$ cat src/rtl/reg_scoreboard_if.sv
// rtl/reg_scoreboard_if.sv - issue, writeback and status signals of the register scoreboard
interface reg_scoreboard_if #(
   parameter int NUM_REGS    = 14,
   parameter int STALL_CNT_W = 16
);
   logic                   issue_valid;
   logic [3:0]             issue_src1;
   logic [3:0]             issue_src2;
   logic                   issue_two_src;
   logic                   issue_wb_en;
   logic [3:0]             issue_dest;
   logic                   issue_stall;
   logic                   wb_en;
   logic [3:0]             wb_dest;
   logic                   flush;
   logic [NUM_REGS-1:0]    pending_mask;
   logic                   err_underflow;
   logic [STALL_CNT_W-1:0] stall_cycles;

   modport master (
      output issue_valid, issue_src1, issue_src2, issue_two_src, issue_wb_en, issue_dest,
      output wb_en, wb_dest, flush,
      input  issue_stall, pending_mask, err_underflow, stall_cycles
   );

   modport slave (
      input  issue_valid, issue_src1, issue_src2, issue_two_src, issue_wb_en, issue_dest,
      input  wb_en, wb_dest, flush,
      output issue_stall, pending_mask, err_underflow, stall_cycles
   );
endinterface

$ cat src/rtl/reg_scoreboard.sv
// rtl/reg_scoreboard.sv - per-register pending-write counters with RAW/WAW-overflow stall
module reg_scoreboard #(
   parameter int NUM_REGS    = 14,
   parameter int CNT_W       = 2,
   parameter int STALL_CNT_W = 16
) (
   input logic             clk,
   input logic             rst,
   reg_scoreboard_if.slave sb
);
   localparam logic [CNT_W-1:0] CNT_MAX = '1;

   logic [CNT_W-1:0]       cnt [NUM_REGS];
   logic [CNT_W-1:0]       c_src1, c_src2, c_dest, c_wb;
   logic [NUM_REGS-1:0]    inc_vec, dec_vec, pend;
   logic                   dest_trk, wb_trk;
   logic                   src1_haz, src2_haz, dest_full;
   logic                   stall, accept, wb_underflow;
   logic [STALL_CNT_W-1:0] stall_cnt;
   logic                   err_q;

   // Untracked indices never match a counter, so they read back as count 0.
   always_comb begin
      c_src1 = '0;
      c_src2 = '0;
      c_dest = '0;
      c_wb   = '0;
      for (int i = 0; i < NUM_REGS; i++) begin
         if (sb.issue_src1 == 4'(i)) c_src1 = cnt[i];
         if (sb.issue_src2 == 4'(i)) c_src2 = cnt[i];
         if (sb.issue_dest == 4'(i)) c_dest = cnt[i];
         if (sb.wb_dest    == 4'(i)) c_wb   = cnt[i];
      end
   end

   assign dest_trk = {1'b0, sb.issue_dest} < 5'(NUM_REGS);
   assign wb_trk   = {1'b0, sb.wb_dest}    < 5'(NUM_REGS);

   // A last pending write retiring this cycle lands before the operand read.
   assign src1_haz = (c_src1 != '0) &&
                     !(sb.wb_en && sb.wb_dest == sb.issue_src1 && c_src1 == CNT_W'(1));
   assign src2_haz = (c_src2 != '0) &&
                     !(sb.wb_en && sb.wb_dest == sb.issue_src2 && c_src2 == CNT_W'(1));
   assign dest_full = sb.issue_wb_en && dest_trk && (c_dest == CNT_MAX) &&
                      !(sb.wb_en && sb.wb_dest == sb.issue_dest);

   assign stall        = sb.issue_valid && (src1_haz || (sb.issue_two_src && src2_haz) || dest_full);
   assign accept       = sb.issue_valid && !stall && !sb.flush;
   assign wb_underflow = sb.wb_en && wb_trk && (c_wb == '0);

   always_comb begin
      inc_vec = '0;
      dec_vec = '0;
      pend    = '0;
      for (int i = 0; i < NUM_REGS; i++) begin
         inc_vec[i] = accept && sb.issue_wb_en && (sb.issue_dest == 4'(i));
         dec_vec[i] = sb.wb_en && (sb.wb_dest == 4'(i)) && (cnt[i] != '0);
         pend[i]    = (cnt[i] != '0);
      end
   end

   always_ff @(posedge clk) begin
      if (!rst) begin
         for (int i = 0; i < NUM_REGS; i++) cnt[i] <= '0;
         err_q     <= 1'b0;
         stall_cnt <= '0;
      end else begin
         if (stall && stall_cnt != '1) stall_cnt <= stall_cnt + STALL_CNT_W'(1);
         if (sb.flush) begin
            for (int i = 0; i < NUM_REGS; i++) cnt[i] <= '0;
         end else begin
            for (int i = 0; i < NUM_REGS; i++) begin
               if (inc_vec[i] && !dec_vec[i])      cnt[i] <= cnt[i] + CNT_W'(1);
               else if (dec_vec[i] && !inc_vec[i]) cnt[i] <= cnt[i] - CNT_W'(1);
            end
            if (wb_underflow) err_q <= 1'b1;
         end
      end
   end

   assign sb.issue_stall   = stall;
   assign sb.pending_mask  = pend;
   assign sb.err_underflow = err_q;
   assign sb.stall_cycles  = stall_cnt;
endmodule

$ cat src/flat_wrapper.sv
// flat-port wrapper written by rule: the top's interface ports become plain ports
module reg_scoreboard_flat 
#(
   parameter int NUM_REGS    = 14,
   parameter int CNT_W       = 2,
   parameter int STALL_CNT_W = 16
)
  (clk, rst, sb_issue_valid, sb_issue_src1, sb_issue_src2, sb_issue_two_src, sb_issue_wb_en, sb_issue_dest, sb_wb_en, sb_wb_dest, sb_flush, sb_issue_stall, sb_pending_mask, sb_err_underflow, sb_stall_cycles);
  reg_scoreboard_if #(.NUM_REGS(NUM_REGS), .STALL_CNT_W(STALL_CNT_W)) sb_i ();
  input logic clk;
  input logic rst;
  input wire logic [$bits(sb_i.issue_valid)-1:0] sb_issue_valid;
  input wire logic [$bits(sb_i.issue_src1)-1:0] sb_issue_src1;
  input wire logic [$bits(sb_i.issue_src2)-1:0] sb_issue_src2;
  input wire logic [$bits(sb_i.issue_two_src)-1:0] sb_issue_two_src;
  input wire logic [$bits(sb_i.issue_wb_en)-1:0] sb_issue_wb_en;
  input wire logic [$bits(sb_i.issue_dest)-1:0] sb_issue_dest;
  input wire logic [$bits(sb_i.wb_en)-1:0] sb_wb_en;
  input wire logic [$bits(sb_i.wb_dest)-1:0] sb_wb_dest;
  input wire logic [$bits(sb_i.flush)-1:0] sb_flush;
  output wire logic [$bits(sb_i.issue_stall)-1:0] sb_issue_stall;
  output wire logic [$bits(sb_i.pending_mask)-1:0] sb_pending_mask;
  output wire logic [$bits(sb_i.err_underflow)-1:0] sb_err_underflow;
  output wire logic [$bits(sb_i.stall_cycles)-1:0] sb_stall_cycles;
  assign sb_i.issue_valid = sb_issue_valid;
  assign sb_i.issue_src1 = sb_issue_src1;
  assign sb_i.issue_src2 = sb_issue_src2;
  assign sb_i.issue_two_src = sb_issue_two_src;
  assign sb_i.issue_wb_en = sb_issue_wb_en;
  assign sb_i.issue_dest = sb_issue_dest;
  assign sb_i.wb_en = sb_wb_en;
  assign sb_i.wb_dest = sb_wb_dest;
  assign sb_i.flush = sb_flush;
  assign sb_issue_stall = sb_i.issue_stall;
  assign sb_pending_mask = sb_i.pending_mask;
  assign sb_err_underflow = sb_i.err_underflow;
  assign sb_stall_cycles = sb_i.stall_cycles;
  reg_scoreboard #(.NUM_REGS(NUM_REGS), .CNT_W(CNT_W), .STALL_CNT_W(STALL_CNT_W)) u_core (.clk(clk), .rst(rst), .sb(sb_i));
endmodule
$ cat config.mk
export PLATFORM = sky130hd
export DESIGN_NAME = reg_scoreboard_flat
export DESIGN_NICKNAME = d
export VERILOG_FILES = /design/src/rtl/reg_scoreboard_if.sv /design/src/rtl/reg_scoreboard.sv /design/src/flat_wrapper.sv
export SDC_FILE = /design/constraint.sdc
export NUM_CORES = 1
export LEC_CHECK = 0
export ABC_AREA = 1
export CAP_MARGIN = 10
export CORE_ASPECT_RATIO = 0.75
export CORE_UTILIZATION = 44
export DETAILED_ROUTE_END_ITERATION = 8
export DONT_BUFFER_PORTS = 1
export GPL_TIMING_DRIVEN = 1
export PLACE_DENSITY = 0.63
export SYNTH_ARGS = -nofsm -noshare
export SYNTH_HDL_FRONTEND = slang
export SYNTH_SLANG_ARGS = --single-unit
$ cat constraint.sdc
create_clock -name clk -period 3 [get_ports clk]
set_input_delay 0.6 -clock clk [delete_from_list [all_inputs] [get_ports clk]]
set_output_delay 0.6 -clock clk [all_outputs]
set_load 0.05 [all_outputs]
==> results by stage <==
Outcome:
- The run finished with clean final reports.

Detailed routing:
- The detailed router used layers up to and including met4.
- The number of iterations in the first detailed-routing pass is 5.
- In the final routing, the length of wire on met1 measures 7.186 mm.
- After detailed routing, the average wire length per cell comes to 16.54 um.
- The routed design uses around 1.5 mm of met3 wire.
- The routed design uses roughly 6 mm of met2 wire.
- Summed over all layers, the routed wires come to ~15 mm.
- Summing over every cut layer, the via total after detailed routing is just under 5000.
- In the routed design, unresolved DRC markers number 0.
- The number of antenna-violating nets in the routed design is 0.
- Using the TritonRoute via totals, the vias-per-cell ratio works out to roughly 5.5.
- The detailed router finished its first iteration with ~450 violations.

Final layout:
- The post-route cell area is 0.004994 mm2.
- The post-layout net count is ~800.
- The utilization after layout is 0.5170.
- The top cell types in the final layout, fill and taps aside, are sky130_fd_sc_hd__nand2_1 (175), sky130_fd_sc_hd__inv_1 (120), sky130_fd_sc_hd__nor2_1 (105).
- The antenna diode instance count is 0.
- The synthesis-to-layout area growth is 14.19%.
- The most common library cell in the layout ignoring fill and taps is sky130_fd_sc_hd__nand2_1.
- The number of inserted filler cells in the final layout is about 970.
- The share of layout cells above drive strength 1 is 0.1124.

Global route:
- The number of antenna violations at the first check in global routing is 0.
- The number of global-route vias before repair is 4285.
- Entering global routing, the biggest net connects 29 pins.
- In the global route stage, overall resource usage came out at 0.2880.
- The first-pass GRT wire length is around 22 mm.
- The total overflow left after global routing is 0.

Logic synthesis:
- Each instance of the synthesized netlist takes up on average 5.942 um2.
- The synthesis warning total is 0.
- The register bit total from synthesis is 45.
- The number of enable-type register cells in the synthesized netlist is 28.
- By area the synthesized netlist is led by sky130_fd_sc_hd__edfxtp_1 (19%), sky130_fd_sc_hd__nand2_1 (15%), sky130_fd_sc_hd__inv_1 (11%).
- The cell area after synthesis is 0.004373 mm2.
- The number of distinct library cells after synthesis is 39.
- Of the post-synthesis cell area, the dominant cell type holds 0.1923.
- The sequential element share of the synthesized area is 0.2701.
- The leading area contributor after synthesis is sky130_fd_sc_hd__edfxtp_1.
- The cell count after synthesis came out at 736.
- The number of nets in the synthesized netlist is between 700 and 800.
- The most used flip-flop cell after synthesis is sky130_fd_sc_hd__edfxtp_1.
- In the synthesized netlist the async set-or-reset flop fraction comes to 0.

Timing:
- The final hold violation count is 0.
- The tightest hold margin is approximately 520 ps.
- The worst path in the final design needs a cycle of a little under 3000 ps, including I/O delays and setup.
- The actual slew at the worst max-slew pin is ~650 ps.
- The total count of max-transition violations in the final report is 0.
- The post-route clock skew is around 6.9 ps.
- Of the available clock period, the critical path in the final layout requires 0.9698.
- Setup violations remaining at the end of the flow were counted as 0.
- The worst slew margin relative to its limit is 0.5604.
- Based on the critical path, the design can be clocked at up to 343.7 MHz.

Job:
- The number of max-cap violations is 0.

CTS:
- The TritonCTS clock tree is built.
- The number of clock buffers added by TritonCTS is 5.
- The tree built by TritonCTS fans out to 45 sinks.
- The clock tree buffer depth is 2.
- The clock latency on the worst-skew pair is around 290 ps.
- The clock-pin transition on the worst setup and hold timing paths is 60 ps.
- The clock tree synthesis step divided the H-tree into 2 levels.
- CTS placed an instance of sky130_fd_sc_hd__clkbuf_16 at the clock tree root.

Critical path:
- STA classifies the critical path endpoint as an output pin.
- The destination of the worst register-to-register timing path is u_core.cnt[0][6].
- The number of cells on the worst reg-to-reg path is 20.
- The launch instance of the worst register-to-register path is u_core.cnt[0][0].
- The type of the worst setup path is input port to output pin.
- At the worst endpoint, the arrival time is ~2300 ps.
- The worst-case register-to-register setup slack is between 200 and 250 ps.
- The critical path goes through nor2_2, inv_2, nor2_1, nand2_1, nand3_1, nor3_2, nand3_1, nand3_1, nand2_1, nand2_1, nand3_2, nand2_2, nand2_4, nor2_8, nor2_4, buf_12.
- The critical path startpoint category is an input port.
- The required arrival time at the worst endpoint is roughly 2400 ps.
- The longest individual stage delay on the worst path is around 200 ps.
- The maximum fanout encountered on the critical timing path is 9.
- The cell with the largest stage delay on the worst path is sky130_fd_sc_hd__nor2_1.

Pwr:
- The analysis attributes to net switching a power of slightly above 600 uW.
- The worst-case IR drop observed on VDD is between 200 and 250 uV.
- The cell leakage power is ~0.0022 uW.
- Of the total power, the share spent switching nets is 0.3521.
- The clock network power share is 0.323.
- The share of power burned in combinational logic is 0.266.
- Dividing total power by cell area gives a power density of ~350 mW/mm2.
- The register share of total power is 0.411.
- The internal power of the cells totals ~1100 uW.

Min path:
- Along the worst hold path, the cell count comes to 3.
- The tightest min-delay check is of the input port to register type.
- The worst-case hold path end point is u_core.sb.err_underflow.
- The startpoint identified for the worst hold timing path is sb_flush.

Floorplan:
- The die covers 0.01035 mm2.
- The core region is approximately 0.0097 mm2.
- The die extent in y is approximately 88 um.
- The initial utilization of the core area, before any placement, comes to 0.4528.
- The site row count is 31.
- The count of pins on the block boundary is 55.
- The die width is approximately 120 um.

Place:
- The wire-length estimate of the detail-placed layout is 11.70 mm.
- Once placement finished, the instance area stood at 0.004732 mm2.
- Input and output buffers added on the ports amount to 0.
- The weighted congestion reported at the end of routability-driven placement is roughly 0.93.
-- critical path, delay by kind of cell --
family        cells  cell delay (ps)
buf+inv           2              290
simple gates     14             1410
-- metal layers --
layer | vias to the layer above | GRT usage
li1 | 2430 | -
met1 | 2228 | 0.4423
met2 | 246 | 0.4072
met3 | 16 | 0.06712
met4 | 0 | 0.05178
met5 | - | 0
-- Yosys cell counts, drive strengths merged, types with 7 or more instances --
library cell,instances
xnor2,7
o21ai,26
clkbuf,9
nand2,183
a21oi,30
ha,11
inv,135
edfxtp,28
nand4,19
nand3,82
dfxtp,17
nor3,28
nor2,122
o22ai,7
xor2,9
-- timing repair --
item,CTS,global route
resized for setup,0,19
buffers inserted,0,3
hold buffers,0,0
setup endpoints to repair,0,21
-- worst max path at each step --
stage / end / cells past startpoint / slack [ps] / startpoint
detailed placement: u_core.cnt[0][6] / 20 / -140 / sb_issue_src1[1]
finish: sb_issue_stall / 16 / 90 / sb_issue_dest[1]
floorplan: sb_issue_stall / 17 / 150 / sb_issue_dest[1]
CTS: sb_issue_stall / 15 / 70 / u_core.cnt[0][4]
global route: sb_issue_stall / 15 / -20 / u_core.cnt[0][0]
global placement: u_core.cnt[0][18] / 19 / -120 / sb_issue_src1[1]
-- power groups by stage --
| stage | Sequential, uW | Combinational (uW) | Clock (uW) |
|---|---|---|---|
| 3_5_place_dp | 727 | 412 | 0 |
| 2_1_floorplan | 725 | 307 | 0 |
| 5_1_grt | 716 | 500 | 591 |
| 3_3_place_gp | 726 | 410 | 0 |
| 4_1_cts | 713 | 414 | 566 |
| 6_report | 715 | 463 | 561 |
-- final cells by class --
type                            count  area [um2]  area share
Multi-Input combinational cell    541        2673      0.5352
Inverter                          136       514.2      0.1030
Timing Repair Buffer               35       317.8     0.06364
Tap cell                          132       165.2     0.03307
Clock buffer                        5       125.1     0.02506
Clock inverter                      3       17.52    0.003508
Sequential cell                    45        1181      0.2365
-- state kept, by name (all words and copies together) (netlist names) --
| signal | count |
|---|---|
| u_core.cnt | 28 |
| u_core.sb.stall_cycles | 16 |
| u_core.sb.err_underflow | 1 |
-- through the flow --
step / power [uW] / instances / setup WS, ps / setup TNS [ps]
floorplan: 1032 / 736 / 153.8 / 0
global placement: 1136 / 885 / -122.6 / -1860
detailed placement: 1138 / 885 / -137.9 / -1858
CTS: 1693 / 893 / 69.01 / 0
global route: 1807 / 897 / -23.15 / -23.15
finish: 1738 / 897 / 90.47 / 0
-- logic make-up after synthesis --
group / share of synthesized area
AOI/OAI and AO/OA: 0.09327
xor gates and xnor gates: 0.03205
adders and majority gates: 0.03147
buffers and inverters: 0.1319
DFF: 0.2701
muxes: 0.002289
and+or+nand+nor: 0.4389
No activity file was read; power rests on OpenSTA's default activity.
